**config.mk**
```make
export PLATFORM = sky130hd
export DESIGN_NAME = mapper_4_ask_tx
export DESIGN_NICKNAME = d
export VERILOG_FILES = /design/src/rtl/ask4_pkg.sv /design/src/rtl/sym_fifo.sv /design/src/rtl/mapper_4_ask_tx.sv
export SDC_FILE = /design/constraint.sdc
export NUM_CORES = 1
export LEC_CHECK = 0
export ABC_AREA = 1
export ABC_CLOCK_PERIOD_IN_PS = 3000
export CAP_MARGIN = 10
export CORE_MARGIN = 2
export CORE_UTILIZATION = 45
export CTS_CLUSTER_SIZE = 24
export DETAILED_ROUTE_END_ITERATION = 16
export GPL_TIMING_DRIVEN = 0
export PLACE_DENSITY_LB_ADDON = 0.15
export SYNTH_ARGS = -nofsm -noshare
export SYNTH_HDL_FRONTEND = slang
export SYNTH_HIERARCHICAL = 1
export SYNTH_SLANG_ARGS = --single-unit
```
**constraint.sdc**
```tcl
create_clock -name clk -period 3 [get_ports clk]
set_input_delay 0.6 -clock clk [delete_from_list [all_inputs] [get_ports clk]]
set_output_delay 0.6 -clock clk [all_outputs]
set_load 0.03 [all_outputs]
```
**src/rtl/ask4_pkg.sv**
```systemverilog
// rtl/ask4_pkg.sv - 4-ASK symbol codes and level mapping shared by TX mapper and RX slicer
package ask4_pkg;

    localparam logic [1:0] SYM_P3 = 2'b01;
    localparam logic [1:0] SYM_P1 = 2'b00;
    localparam logic [1:0] SYM_M1 = 2'b11;
    localparam logic [1:0] SYM_M3 = 2'b10;

    localparam int SAMPLE_W = 18;

    // Outer level is built from shift-and-add so a constant level_a folds away entirely.
    function automatic logic signed [SAMPLE_W-1:0] ask4_level(
        input logic [1:0]                 sym,
        input logic signed [SAMPLE_W-1:0] level_a
    );
        logic signed [SAMPLE_W-1:0] outer;
        outer = (level_a <<< 1) + level_a;
        case (sym)
            SYM_P3:  ask4_level = outer;
            SYM_P1:  ask4_level = level_a;
            SYM_M1:  ask4_level = -level_a;
            default: ask4_level = -outer;
        endcase
    endfunction

endpackage

```
**src/rtl/sym_fifo.sv**
```systemverilog
// rtl/sym_fifo.sv - generic synchronous FIFO, asynchronous active-high reset
module sym_fifo #(
    parameter int WIDTH = 2,
    parameter int DEPTH = 4
) (
    input  logic             clk,
    input  logic             reset,
    input  logic             push_i,
    input  logic [WIDTH-1:0] din_i,
    input  logic             pop_i,
    output logic [WIDTH-1:0] head_o,
    output logic             full_o,
    output logic             empty_o
);

    localparam int AW = $clog2(DEPTH);

    logic [WIDTH-1:0] mem_q [DEPTH];
    logic [AW:0]      wr_q, wr_d;
    logic [AW:0]      rd_q, rd_d;
    logic             do_push, do_pop;

    // Extra pointer bit distinguishes full from empty when the indices match.
    assign empty_o = (wr_q == rd_q);
    assign full_o  = (wr_q[AW] != rd_q[AW]) && (wr_q[AW-1:0] == rd_q[AW-1:0]);
    assign head_o  = mem_q[rd_q[AW-1:0]];

    assign do_push = push_i && !full_o;
    assign do_pop  = pop_i && !empty_o;

    always_comb begin
        wr_d = wr_q;
        rd_d = rd_q;
        if (do_push) wr_d = wr_q + 1'b1;
        if (do_pop)  rd_d = rd_q + 1'b1;
    end

    always_ff @(posedge clk or posedge reset) begin
        if (reset) begin
            wr_q <= '0;
            rd_q <= '0;
        end else begin
            wr_q <= wr_d;
            rd_q <= rd_d;
        end
    end

    always_ff @(posedge clk) begin
        if (do_push) mem_q[wr_q[AW-1:0]] <= din_i;
    end

endmodule

```
**src/rtl/mapper_4_ask_tx.sv**
```systemverilog
// rtl/mapper_4_ask_tx.sv - 4-ASK TX mapper: symbol FIFO, sample counter, level register, underflow flag
module mapper_4_ask_tx
    import ask4_pkg::*;
#(
    parameter int                         SPS        = 4,
    parameter logic signed [SAMPLE_W-1:0] LEVEL_A    = 18'sd21845,
    parameter int                         FIFO_DEPTH = 4,
    parameter bit                         ZERO_STUFF = 1'b1
) (
    input  logic                       clk,
    input  logic                       reset,
    input  logic                       clk_en,
    input  logic [1:0]                 sym_in,
    input  logic                       sym_valid,
    output logic                       sym_ready,
    output logic signed [SAMPLE_W-1:0] out_sig,
    output logic                       sym_strobe,
    output logic                       underflow,
    input  logic                       clr_underflow
);

    localparam int CW = (SPS > 1) ? $clog2(SPS) : 1;

    logic [CW-1:0]              cnt_q, cnt_d;
    logic signed [SAMPLE_W-1:0] out_q, out_d;
    logic                       strobe_q, strobe_d;
    logic                       underflow_q, underflow_d;

    logic       fifo_full, fifo_empty, boundary, pop;
    logic [1:0] head;

    sym_fifo #(
        .WIDTH (2),
        .DEPTH (FIFO_DEPTH)
    ) u_fifo (
        .clk     (clk),
        .reset   (reset),
        .push_i  (sym_valid && !fifo_full),
        .din_i   (sym_in),
        .pop_i   (pop),
        .head_o  (head),
        .full_o  (fifo_full),
        .empty_o (fifo_empty)
    );

    assign boundary = clk_en && (cnt_q == '0);
    assign pop      = boundary && !fifo_empty;

    always_comb begin
        cnt_d       = cnt_q;
        out_d       = out_q;
        strobe_d    = 1'b0;
        underflow_d = underflow_q;
        if (clr_underflow) underflow_d = 1'b0;
        if (clk_en) begin
            cnt_d = (cnt_q == CW'(SPS - 1)) ? '0 : cnt_q + CW'(1);
            if (boundary) begin
                // An empty boundary still consumes its slot so symbol timing stays on grid.
                if (fifo_empty) begin
                    out_d       = '0;
                    underflow_d = 1'b1;
                end else begin
                    out_d    = ask4_level(head, LEVEL_A);
                    strobe_d = 1'b1;
                end
            end else if (ZERO_STUFF) begin
                out_d = '0;
            end
        end
    end

    always_ff @(posedge clk or posedge reset) begin
        if (reset) begin
            cnt_q       <= '0;
            out_q       <= '0;
            strobe_q    <= 1'b0;
            underflow_q <= 1'b0;
        end else begin
            cnt_q       <= cnt_d;
            out_q       <= out_d;
            strobe_q    <= strobe_d;
            underflow_q <= underflow_d;
        end
    end

    assign sym_ready  = !fifo_full;
    assign out_sig    = out_q;
    assign sym_strobe = strobe_q;
    assign underflow  = underflow_q;

endmodule

```
==> metrics.cfg <==
[synthesis]
ys_types = 17
syn-num-nets = 156
yosysTopAreaCell = dfrtp_1
synthTopCellsByArea = dfrtp_1 (29%), edfxtp_1 (20%), nand2_1 (12%), buf_4 (8.6%), ha_1 (7.1%)
ys_warn_count = 6
yosysTopAreaCellShare_pct = 28.5
syn_area_um2 = 1230
ys_seq_area_share_pct = 48.1
syn_avg_cell_area_um2 = 8.64
ys_ff_latch = 22
syn-instance-count = 142

[clocking]
clk_latency_ns = 0.31
postCtsSetupRepairBufs = 0
clockBufferDepth = 2
h-tree-depth = 1
cts_inserted_buffers = 3
cts_hold_buffers = 0
clkTransAtPathRegs_ns = 0.12
cts-root-buf = clkbuf_4
post_cts_resized = 0
tritoncts = done
clock_sinks = 22

[timing]
rsz0062_at_grt = false
drv_slew = 0
relSlewSlack_pct = 76.9
min_period_ns = 2.54
fin_setup_tns_ns = 0
hold_ws_ns = 0.506
fmax_mhz = 393
report.final.setup_viol = 0
worstMarginPinSlew_ns = 0.345
fin_skew_ns = 0.00219
hold_viol = 0
period_share_pct = 84.8

[power_and_ir_drop]
p_leak_nw = 0.810
power.density_nw_per_um2 = 1180
ir_worst_vdd_mv = 0.856
p_total_mw = 1.84

[grt]
groute.usage.overall_pct = 15.0
grt_pass1_vias = 871
antenna_found_initial = 0
grt_pass1_wl_um = 3730
grt_overflow = 0
grt_max_degree = 13

[cells_and_area]
syn_to_final_growth_pct = 27.2
layout-drive-gt1-share_pct = 14.5
mostFrequentLayoutCell = nand2_1
nets = 188
n_antenna_cell = 0
nFillCells = 223
fin_area_um2 = 1560
instances_no_fill = 203
mostFrequentLayoutCells = nand2_1 (39), clkdlybuf4s50_1 (27), inv_1 (23)

[floorplan]
die_w_um = 56.2
io_pins = 28
core_area_um2 = 2520
dieArea_um2 = 3160
rows = 18
start_util_pct = 48.7
die_h_um = 56.2

[worst_setup_path]
startpoint_type = flop
cp.arrival_ns = 1.94
end_kind = primary output
crit_top_cell = inv_1
crit_chain = inv_1 > nand2_1 > nand2_1 > nand3_4 > inv_1 > inv_1 > clkdlybuf4s50_1
crit_slowest_cell = clkdlybuf4s50_1
critical_path.max_stage_delay_ns = 0.66
critical_path_peak_fanout = 6
cp.required_ns = 2.40
critPathKind = flop to primary output

[place]
io_buffers = 27
placed_cell_area_um2 = 1540
place_hpwl_um = 1680
dpl.cell_count = 199
gp_congestion = 0.677

[routing]
drt_iter0_drc = 16
wl_um = 2070
drt_pass1_iterations = 4
vias = 918
vias_per_cell = 4.52
drt-wirelength-per-cell_um = 10.2
drtAntennaViolNets = 0
post-route-drc-count = 0

[worst_hold_path]
min_path_type = flop to flop

[outcome]
status = complete, no violations

[job]
drv_cap = 0

## synthesized netlist by cell type
library cell and count:
o21ai_0 6, dfrtp_1 14, nand3_4 1, ha_1 7, nand3_1 6, nand2_4 1
nand2_1 39, nand2_2 3, xnor2_2 1, buf_4 14, nor2_1 14, inv_1 23
xor2_1 1, inv_2 1, nand3_2 1, edfxtp_1 8, o22ai_1 2
## cell families (layout without fill, tap and decap cells)
| family | after synthesis | count (layout) | share of synthesized area, % |
|---|---|---|---|
| AO/OA/AOI/OAI | 8 | 8 | 3.47 |
| XOR/XNOR | 2 | 2 | 2.04 |
| adder cells (fa/ha/maj) | 7 | 7 | 7.14 |
| buffers and inverters | 38 | 69 | 15.9 |
| flip-flops | 22 | 22 | 48.1 |
| AND/OR/NAND/NOR | 65 | 65 | 23.3 |
## state kept, by name, summed over array words and instances, names as in the netlist
register,flops
cnt_q,2
u_fifo/wr_q,3
out_sig,4
u_fifo/mem_q,8
underflow,1
sym_strobe,1
u_fifo/rd_q,3
## power breakdown
group / internal, mW / switching [mW]
clock: 0.0486 / 0.0908
combinational: 0.513 / 0.648
sequential: 0.423 / 0.116
## per-stage QoR
step	util, %	setup WS (ns)
floorplan	-	1.37
global placement	60.9	0.817
detailed placement	60.9	0.785
CTS	61.9	0.423
global route	61.9	0.284
finish	61.9	0.456
## final timing paths
path / end / cells after the start / slack [ns] / from
worst min-delay path: out_sig[0] / 2 / 0.51 / out_sig[0]
worst max register to register: u_fifo/mem_q[3][0] / 10 / 1.17 / u_fifo/rd_q[1]
min in group asynchronous: u_fifo/rd_q[1] / 2 / 0.53 / reset
worst max-delay path: sym_ready / 7 / 0.46 / u_fifo/rd_q[1]
worst min register to register: out_sig[0] / 2 / 0.51 / out_sig[0]
max in group asynchronous: out_sig[16] / 2 / 2.23 / reset
## critical path, delay by kind of cell, from the launching register on
family	cells	cell delay, ns
buffers and inverters	4	0.87
DFF	1	0.46
and+or+nand+nor	3	0.31
## per-layer routing
metal | track usage [%] | vias to the layer above | part of all wire (%)
met5 | 0 | - | 0
met4 | 5.10 | 0 | 0
met3 | 4.42 | 0 | 4.4
met2 | 27.1 | 19 | 53
met1 | 16.8 | 417 | 43
li1 | - | 482 | -
## area by class of cell
class | count | area, um^2 | share of cell area, %
clock buffer | 3 | 22.5 | 1.44
sequential | 22 | 591 | 37.8
clock inverter | 1 | 3.75 | 0.240
multi-input combinational | 82 | 442 | 28.3
inverter | 24 | 90.1 | 5.77
buffer | 14 | 105 | 6.73
timing repair buffer | 27 | 270 | 17.3
tap | 30 | 37.5 | 2.40
(Power assumes the default switching activity.)
